--- config.mk ---
export PLATFORM = sky130hd
export DESIGN_NAME = match_controller
export DESIGN_NICKNAME = d
export VERILOG_FILES = /design/src/rtl/game_pkg.sv /design/src/rtl/tick_counter.sv /design/src/rtl/match_controller.sv
export SDC_FILE = /design/constraint.sdc
export NUM_CORES = 1
export LEC_CHECK = 0
export ABC_AREA = 1
export BUFFER_PORTS_ARGS = -buffer_cell sky130_fd_sc_hd__buf_2
export CAP_MARGIN = 20
export CORE_MARGIN = 4
export CORE_UTILIZATION = 41
export DETAILED_ROUTE_END_ITERATION = 12
export PLACE_DENSITY = 0.68
export SYNTH_ARGS = -nofsm -noshare
export SYNTH_HDL_FRONTEND = slang
export SYNTH_HIERARCHICAL = 1
export SYNTH_SLANG_ARGS = --single-unit
--- constraint.sdc ---
create_clock -name effective_clk -period 2.6 [get_ports effective_clk]
set_input_delay 0.52 -clock effective_clk [delete_from_list [all_inputs] [get_ports effective_clk]]
set_output_delay 0.52 -clock effective_clk [all_outputs]
set_load 0.005 [all_outputs]
--- src/rtl/game_pkg.sv ---
// game_pkg: shared state/winner codes, widths and health arithmetic for the match controller
package game_pkg;
  localparam int HEALTH_W = 8;
  localparam int TIMER_W = 16;
  localparam int WINS_W = 4;
  typedef enum logic [2:0] {
    S_IDLE      = 3'd0,
    S_INTRO     = 3'd1,
    S_PVP       = 3'd2,
    S_PVAI      = 3'd3,
    S_GAME_OVER = 3'd4
  } state_t;
  typedef enum logic [1:0] {
    W_NONE = 2'd0,
    W_P1   = 2'd1,
    W_P2   = 2'd2,
    W_DRAW = 2'd3
  } winner_t;
  function automatic logic [HEALTH_W-1:0] sat_sub(input logic [HEALTH_W-1:0] a, input logic [HEALTH_W-1:0] b);
    return a > b ? a - b : '0;
  endfunction
endpackage

--- src/rtl/tick_counter.sv ---
// tick_counter: loadable frame-tick-enabled down counter that saturates at zero
module tick_counter #(
  parameter int W = 16,
  parameter logic [W-1:0] RESET_VAL = '0
) (
  input  logic         effective_clk,
  input  logic         reset,
  input  logic         load,
  input  logic [W-1:0] load_val,
  input  logic         en,
  output logic [W-1:0] count,
  output logic         zero
);
  assign zero = count == '0;
  // load wins over counting; counting stops at zero instead of wrapping
  always_ff @(posedge effective_clk or posedge reset)
    if (reset) count <= RESET_VAL;
    else if (load) count <= load_val;
    else if (en && !zero) count <= count - W'(1);
endmodule

--- src/rtl/match_controller.sv ---
// match_controller: round/match sequencing, health, timers and scoring for a two-player fight
module match_controller
  import game_pkg::*;
#(
  parameter logic [HEALTH_W-1:0] HEALTH_MAX  = 8'd100,
  parameter logic [HEALTH_W-1:0] DMG         = 8'd10,
  parameter logic [TIMER_W-1:0]  ROUND_TICKS = 16'd3600,
  parameter logic [TIMER_W-1:0]  INTRO_TICKS = 16'd120,
  parameter logic [WINS_W-1:0]   WINS_NEEDED = 4'd2
) (
  input  logic                effective_clk,
  input  logic                reset,
  input  logic                frame_tick,
  input  logic                start_pvp,
  input  logic                start_pvai,
  input  logic                hit_p1,
  input  logic                hit_p2,
  input  logic                ack,
  input  logic                abort,
  output logic [2:0]          state,
  output logic                ai_sel,
  output logic                round_rst,
  output logic [HEALTH_W-1:0] health1,
  output logic [HEALTH_W-1:0] health2,
  output logic [WINS_W-1:0]   wins1,
  output logic [WINS_W-1:0]   wins2,
  output logic [TIMER_W-1:0]  round_timer,
  output logic [1:0]          winner
);
  state_t st, nst;
  logic mode_ai, play, start_req, intro_exit, round_end, round_zero, round_zero_next;
  logic intro_zero, p1_win, p2_win, game_done;
  logic [TIMER_W-1:0] unused_intro_count;
  logic [HEALTH_W-1:0] h1_n, h2_n;
  logic [WINS_W-1:0] w1_inc, w2_inc;
  assign state = st;
  assign play = (st == S_PVP || st == S_PVAI) && !abort;
  assign start_req = st == S_IDLE && (start_pvp || start_pvai) && !abort;
  assign intro_exit = st == S_INTRO && intro_zero && !abort;
  assign h1_n = play && hit_p2 ? sat_sub(health1, DMG) : health1;
  assign h2_n = play && hit_p1 ? sat_sub(health2, DMG) : health2;
  assign round_zero_next = round_zero || (play && frame_tick && round_timer == TIMER_W'(1));
  assign round_end = play && (h1_n == '0 || h2_n == '0 || round_zero_next);
  assign p1_win = h1_n > h2_n;
  assign p2_win = h2_n > h1_n;
  assign w1_inc = wins1 + WINS_W'(wins1 != '1);
  assign w2_inc = wins2 + WINS_W'(wins2 != '1);
  assign game_done = (p1_win && w1_inc == WINS_NEEDED) || (p2_win && w2_inc == WINS_NEEDED);
  tick_counter #(.W(TIMER_W), .RESET_VAL(INTRO_TICKS)) u_intro (
    .effective_clk(effective_clk),
    .reset(reset),
    .load(start_req || round_end),
    .load_val(INTRO_TICKS),
    .en(st == S_INTRO && frame_tick && !abort),
    .count(unused_intro_count),
    .zero(intro_zero)
  );
  tick_counter #(.W(TIMER_W), .RESET_VAL(ROUND_TICKS)) u_round (
    .effective_clk(effective_clk),
    .reset(reset),
    .load(intro_exit),
    .load_val(ROUND_TICKS),
    .en(play && frame_tick),
    .count(round_timer),
    .zero(round_zero)
  );
  // next state: abort first, then the single transition the current state allows
  always_comb
    nst = abort ? S_IDLE :
          start_req ? S_INTRO :
          intro_exit ? (mode_ai ? S_PVAI : S_PVP) :
          round_end ? (game_done ? S_GAME_OVER : S_INTRO) :
          (st == S_GAME_OVER && ack) ? S_IDLE : st;
  // match FSM with registered scoring, health and strobe outputs
  always_ff @(posedge effective_clk or posedge reset)
    if (reset) begin
      st        <= S_IDLE;
      mode_ai   <= 1'b0;
      ai_sel    <= 1'b0;
      round_rst <= 1'b0;
      health1   <= HEALTH_MAX;
      health2   <= HEALTH_MAX;
      wins1     <= '0;
      wins2     <= '0;
      winner    <= W_NONE;
    end else begin
      st        <= nst;
      ai_sel    <= nst == S_PVAI;
      round_rst <= intro_exit;
      if (start_req) begin
        mode_ai <= !start_pvp;
        wins1   <= '0;
        wins2   <= '0;
      end
      if (intro_exit) begin
        health1 <= HEALTH_MAX;
        health2 <= HEALTH_MAX;
        winner  <= W_NONE;
      end
      if (play) begin
        health1 <= h1_n;
        health2 <= h2_n;
      end
      if (round_end) begin
        winner <= p1_win ? W_P1 : p2_win ? W_P2 : W_DRAW;
        if (p1_win) wins1 <= w1_inc;
        if (p2_win) wins2 <= w2_inc;
      end
    end
endmodule
==> impl_metrics.csv <==
group,metric,value,unit
placement,place.detailed.hpwl,9140,um
sta,worst_rel_slew_slack,55.6,%
logic_synthesis,synthDistinctLibCells,38,
power,cellLeakagePower,3.36,nW
die,initial_core_util,42.0,%
detailed_routing,remaining_drc_errors,0,
placement,gp_routability_congestion,0.915,
min_path,worst_hold_path_type,"in2async",
cts,ctsRootBufferMaster,"sky130_fd_sc_hd__clkbuf_8",
layout,layout.nets,857,
logic_synthesis,post_synth_inst_count,675,
critical_path,worst_path_dominant_cell_family,"simple AND/OR/NAND/NOR gates",
critical_path,cp-end-kind,"flip-flop",
flow_run,max_cap_violations,0,
detailed_routing,dr.pass1.iters,5,
placement,numPlacedInstances,944,
cts,clk_pin_slew,0.09,ns
sta,finalCriticalPeriod,2.67,ns
die,floorplan.die.height,114,um
critical_path,reg2reg_slack,-0.07,ns
logic_synthesis,syn-mean-instance-area,6.77,um2
global_route,pin_count_of_the_biggest_net_entering_global_routing,33,
critical_path,worst_path_maximum_fanout,7,
cts,cts_buffers,9,
logic_synthesis,yosys_register_bits,64,
layout,num_antenna_cells,0,
critical_path,worst-endpoint-required,2.89,ns
placement,io_buffers,55,
critical_path,slowest_stage,"sky130_fd_sc_hd__dfrtp_1",
detailed_routing,num_vias,4862,
die,fp.coreArea,10900,um2
cts,clk_lat_worst_skew,0.37,ns
sta,worst_pin_slew,0.665,ns
cts,cts_tree,"yes",
layout,drive_gt1_share,31.5,%
detailed_routing,detail-route-antenna-nets,0,
die,die_outline_area,12900,um2
critical_path,timing.setup.critical_path_class,"reg2reg",
critical_path,critical_path.max_stage_delay,0.43,ns
logic_synthesis,synthDominantCellAreaShare,27.4,%
critical_path,path_cells,"nor2_4, buf_12, nand3_4, o21ai_1, nand2_1, nor2_2, inv_2, ha_4, nand4_1, inv_1, nand4_1, nand3_2, o31ai_4, inv_2, nand3_4, nand2_2, nand3_2, nor2_1",
critical_path,critPathArrivalTime,2.95,ns
detailed_routing,vias_per_cell,4.98,
die,floorplan.io_pins,56,
placement,dpl_worst_slack,-0.440,ns
sta,finalHoldViolations,0,
power,power_density,441,nW/um2
sta,drv_slew,0,
layout,flow.area_growth_from_synthesis,37.2,%
logic_synthesis,netlist_top_cells_area,"sky130_fd_sc_hd__dfrtp_1 27%, sky130_fd_sc_hd__nand2_1 18%, sky130_fd_sc_hd__dfstp_2 8.1%, sky130_fd_sc_hd__nor2_1 7.0%, sky130_fd_sc_hd__inv_1 6.8%",
global_route,grt_first_pass_wirelength,21500,um
sta,fin_worst_skew,0.0217,ns
global_route,grt_antenna_before_repair,0,
outcome,run_status,"finished with violations",
cts,quantity_of_hold_fixing_buffers_added_after_cts,0,
logic_synthesis,total_standard_cell_area_after_synthesis,4570,um2
power,power,0.00276,W
layout,mostFrequentLayoutCells,"208 x sky130_fd_sc_hd__nand2_1, 70 x sky130_fd_sc_hd__nor2_1, 67 x sky130_fd_sc_hd__inv_1",
power,ir_drop,290,uV
global_route,grt-ovfl-total,0,
die,die-width,114,um
sta,fmaxAchievable,0.375,GHz
critical_path,critPathLaunchType,"flip-flop",
detailed_routing,drt-wirelength-per-cell,13.6,um
detailed_routing,detail_route.iter0.violations,232,
logic_synthesis,dominant_cell_type_by_area_after_synthesis,"sky130_fd_sc_hd__dfrtp_1",
logic_synthesis,synth_seq_area_share,35.4,%
cts,ctsLongestPathBuffers,2,
logic_synthesis,synth_warnings,6,
die,row_count,38,
sta,rsz_0062_raised_after_global_routing,"true",
global_route,gr_usage_total,20.4,%
layout,commonest_non_fill_non_tap_cell_in_the_layout,"sky130_fd_sc_hd__nand2_1",
global_route,first_global_vias,4680,
cts,clock_tree.htree_level_count,3,
outcome,violations_in_the_final_reports,"negative setup slack",
sta,fin_crit_sh,103,%
sta,setup_viol,6,
layout,layout.cells.non_filler,977,
layout,final_core_density,57.6,%
sta,timing.setup.tns,-0.180,ns
detailed_routing,wl,13300,um
sta,layout_setup_ws,-0.0654,ns
critical_path,timing.critical_path.buf_inv,4,
cts,clock_sinks,64,
[per-layer routing]
metal	part of all wire (%)	GRT usage [%]	up-vias
met5	0	0	-
met4	1.9	6.25	0
met3	5.7	4.72	30
met2	50	34.9	124
met1	43	25.5	2274
li1	-	-	2434
[registers in the layout (all words and copies together), names as in the netlist]
signal,count
ai_sel,1
health1,8
health2,8
mode_ai,1
round_rst,1
state,3
u_intro/count,16
u_round/count,16
winner,2
wins1,4
wins2,4
[logic make-up (layout without fill, tap and decap cells)]
group	count (synthesis)	in the layout	share of synthesized area, %
AOI/OAI and AO/OA	59	59	7.37
xor gates and xnor gates	21	21	4.03
adders and majority gates	16	16	4.38
buffers and inverters	98	230	8.68
DFF	64	64	35.4
other	2	32	0.164
and+or+nand+nor	415	415	40.0
[worst register-to-register path, cell delays in order, from the launching register on]
cell and delay (ns):
sky130_fd_sc_hd__dfrtp_1 0.43, sky130_fd_sc_hd__nor2_4 0.19, sky130_fd_sc_hd__buf_12 0.13, sky130_fd_sc_hd__nand3_4 0.13, sky130_fd_sc_hd__o21ai_1 0.20, sky130_fd_sc_hd__nand2_1 0.08, sky130_fd_sc_hd__nor2_2 0.13, sky130_fd_sc_hd__inv_2 0.07
sky130_fd_sc_hd__ha_4 0.28, sky130_fd_sc_hd__nand4_1 0.09, sky130_fd_sc_hd__inv_1 0.10, sky130_fd_sc_hd__nand4_1 0.16, sky130_fd_sc_hd__nand3_2 0.15, sky130_fd_sc_hd__o31ai_4 0.08, sky130_fd_sc_hd__inv_2 0.08, sky130_fd_sc_hd__nand3_4 0.08
sky130_fd_sc_hd__nand2_2 0.08, sky130_fd_sc_hd__nand3_2 0.06, sky130_fd_sc_hd__nor2_1 0.09
[cell usage after synthesis (all sizes together)]
library cell / number
a21oi: 13
a22oi: 4
a31oi: 1
and2: 1
and3: 1
buf: 6
clkbuf: 4
conb: 2
dfrtp: 50
dfstp: 14
ha: 16
inv: 88
nand2: 234
nand3: 63
nand3b: 2
nand4: 10
nor2: 90
nor3: 1
nor4: 6
nor4b: 1
o21a: 1
o21ai: 26
o21bai: 4
o22ai: 9
o31ai: 1
or2: 6
xnor2: 11
xor2: 10
[path summary, 6_finish.rpt]
path | cells after the start | start | to
max | 18 | state[2] | ai_sel
min | 3 | reset | winner[1]
max reg2reg | 18 | state[2] | ai_sel
min reg2reg | 2 | u_intro/count[5] | u_intro/count[5]
max in group asynchronous | 2 | reset | u_intro/count[7]
min in group effective_clk | 3 | abort | state[2]
[power by group]
group / internal (W) / switching (W)
registers: 0.00107 / 0.0000845
clock network: 0.000649 / 0.000455
logic: 0.000205 / 0.000296
[what timing repair did]
item | 4_1_cts | 5_1_grt
pin swaps | 9 | 24
buffers inserted | 4 | 13
endpoints found under the setup margin | 27 | 30
cloned | 0 | 1
gates resized for setup | 21 | 89
[per-stage QoR]
| stage | area, um2 | hold slack (ns) |
|---|---|---|
| CTS | 5880 | 0.278 |
| floorplan | 4680 | 0.431 |
| global route | 6270 | 0.303 |
| detailed placement | 5490 | 0.509 |
| finish | 6270 | 0.267 |
| global placement | 5490 | 0.499 |
[area by class of cell]
class                           instances  area [um2]
Tap cell                              140         175
Clock inverter                          7         125
Fill cell                             916        4620
Multi-Input combinational cell        543        3020
Timing Repair Buffer                  125         853
Timing Repair inverter                  1        7.51
Clock buffer                            9         124
Sequential cell                        64        1620
Inverter                               88         348
No activity file was read; power rests on OpenSTA's default activity.
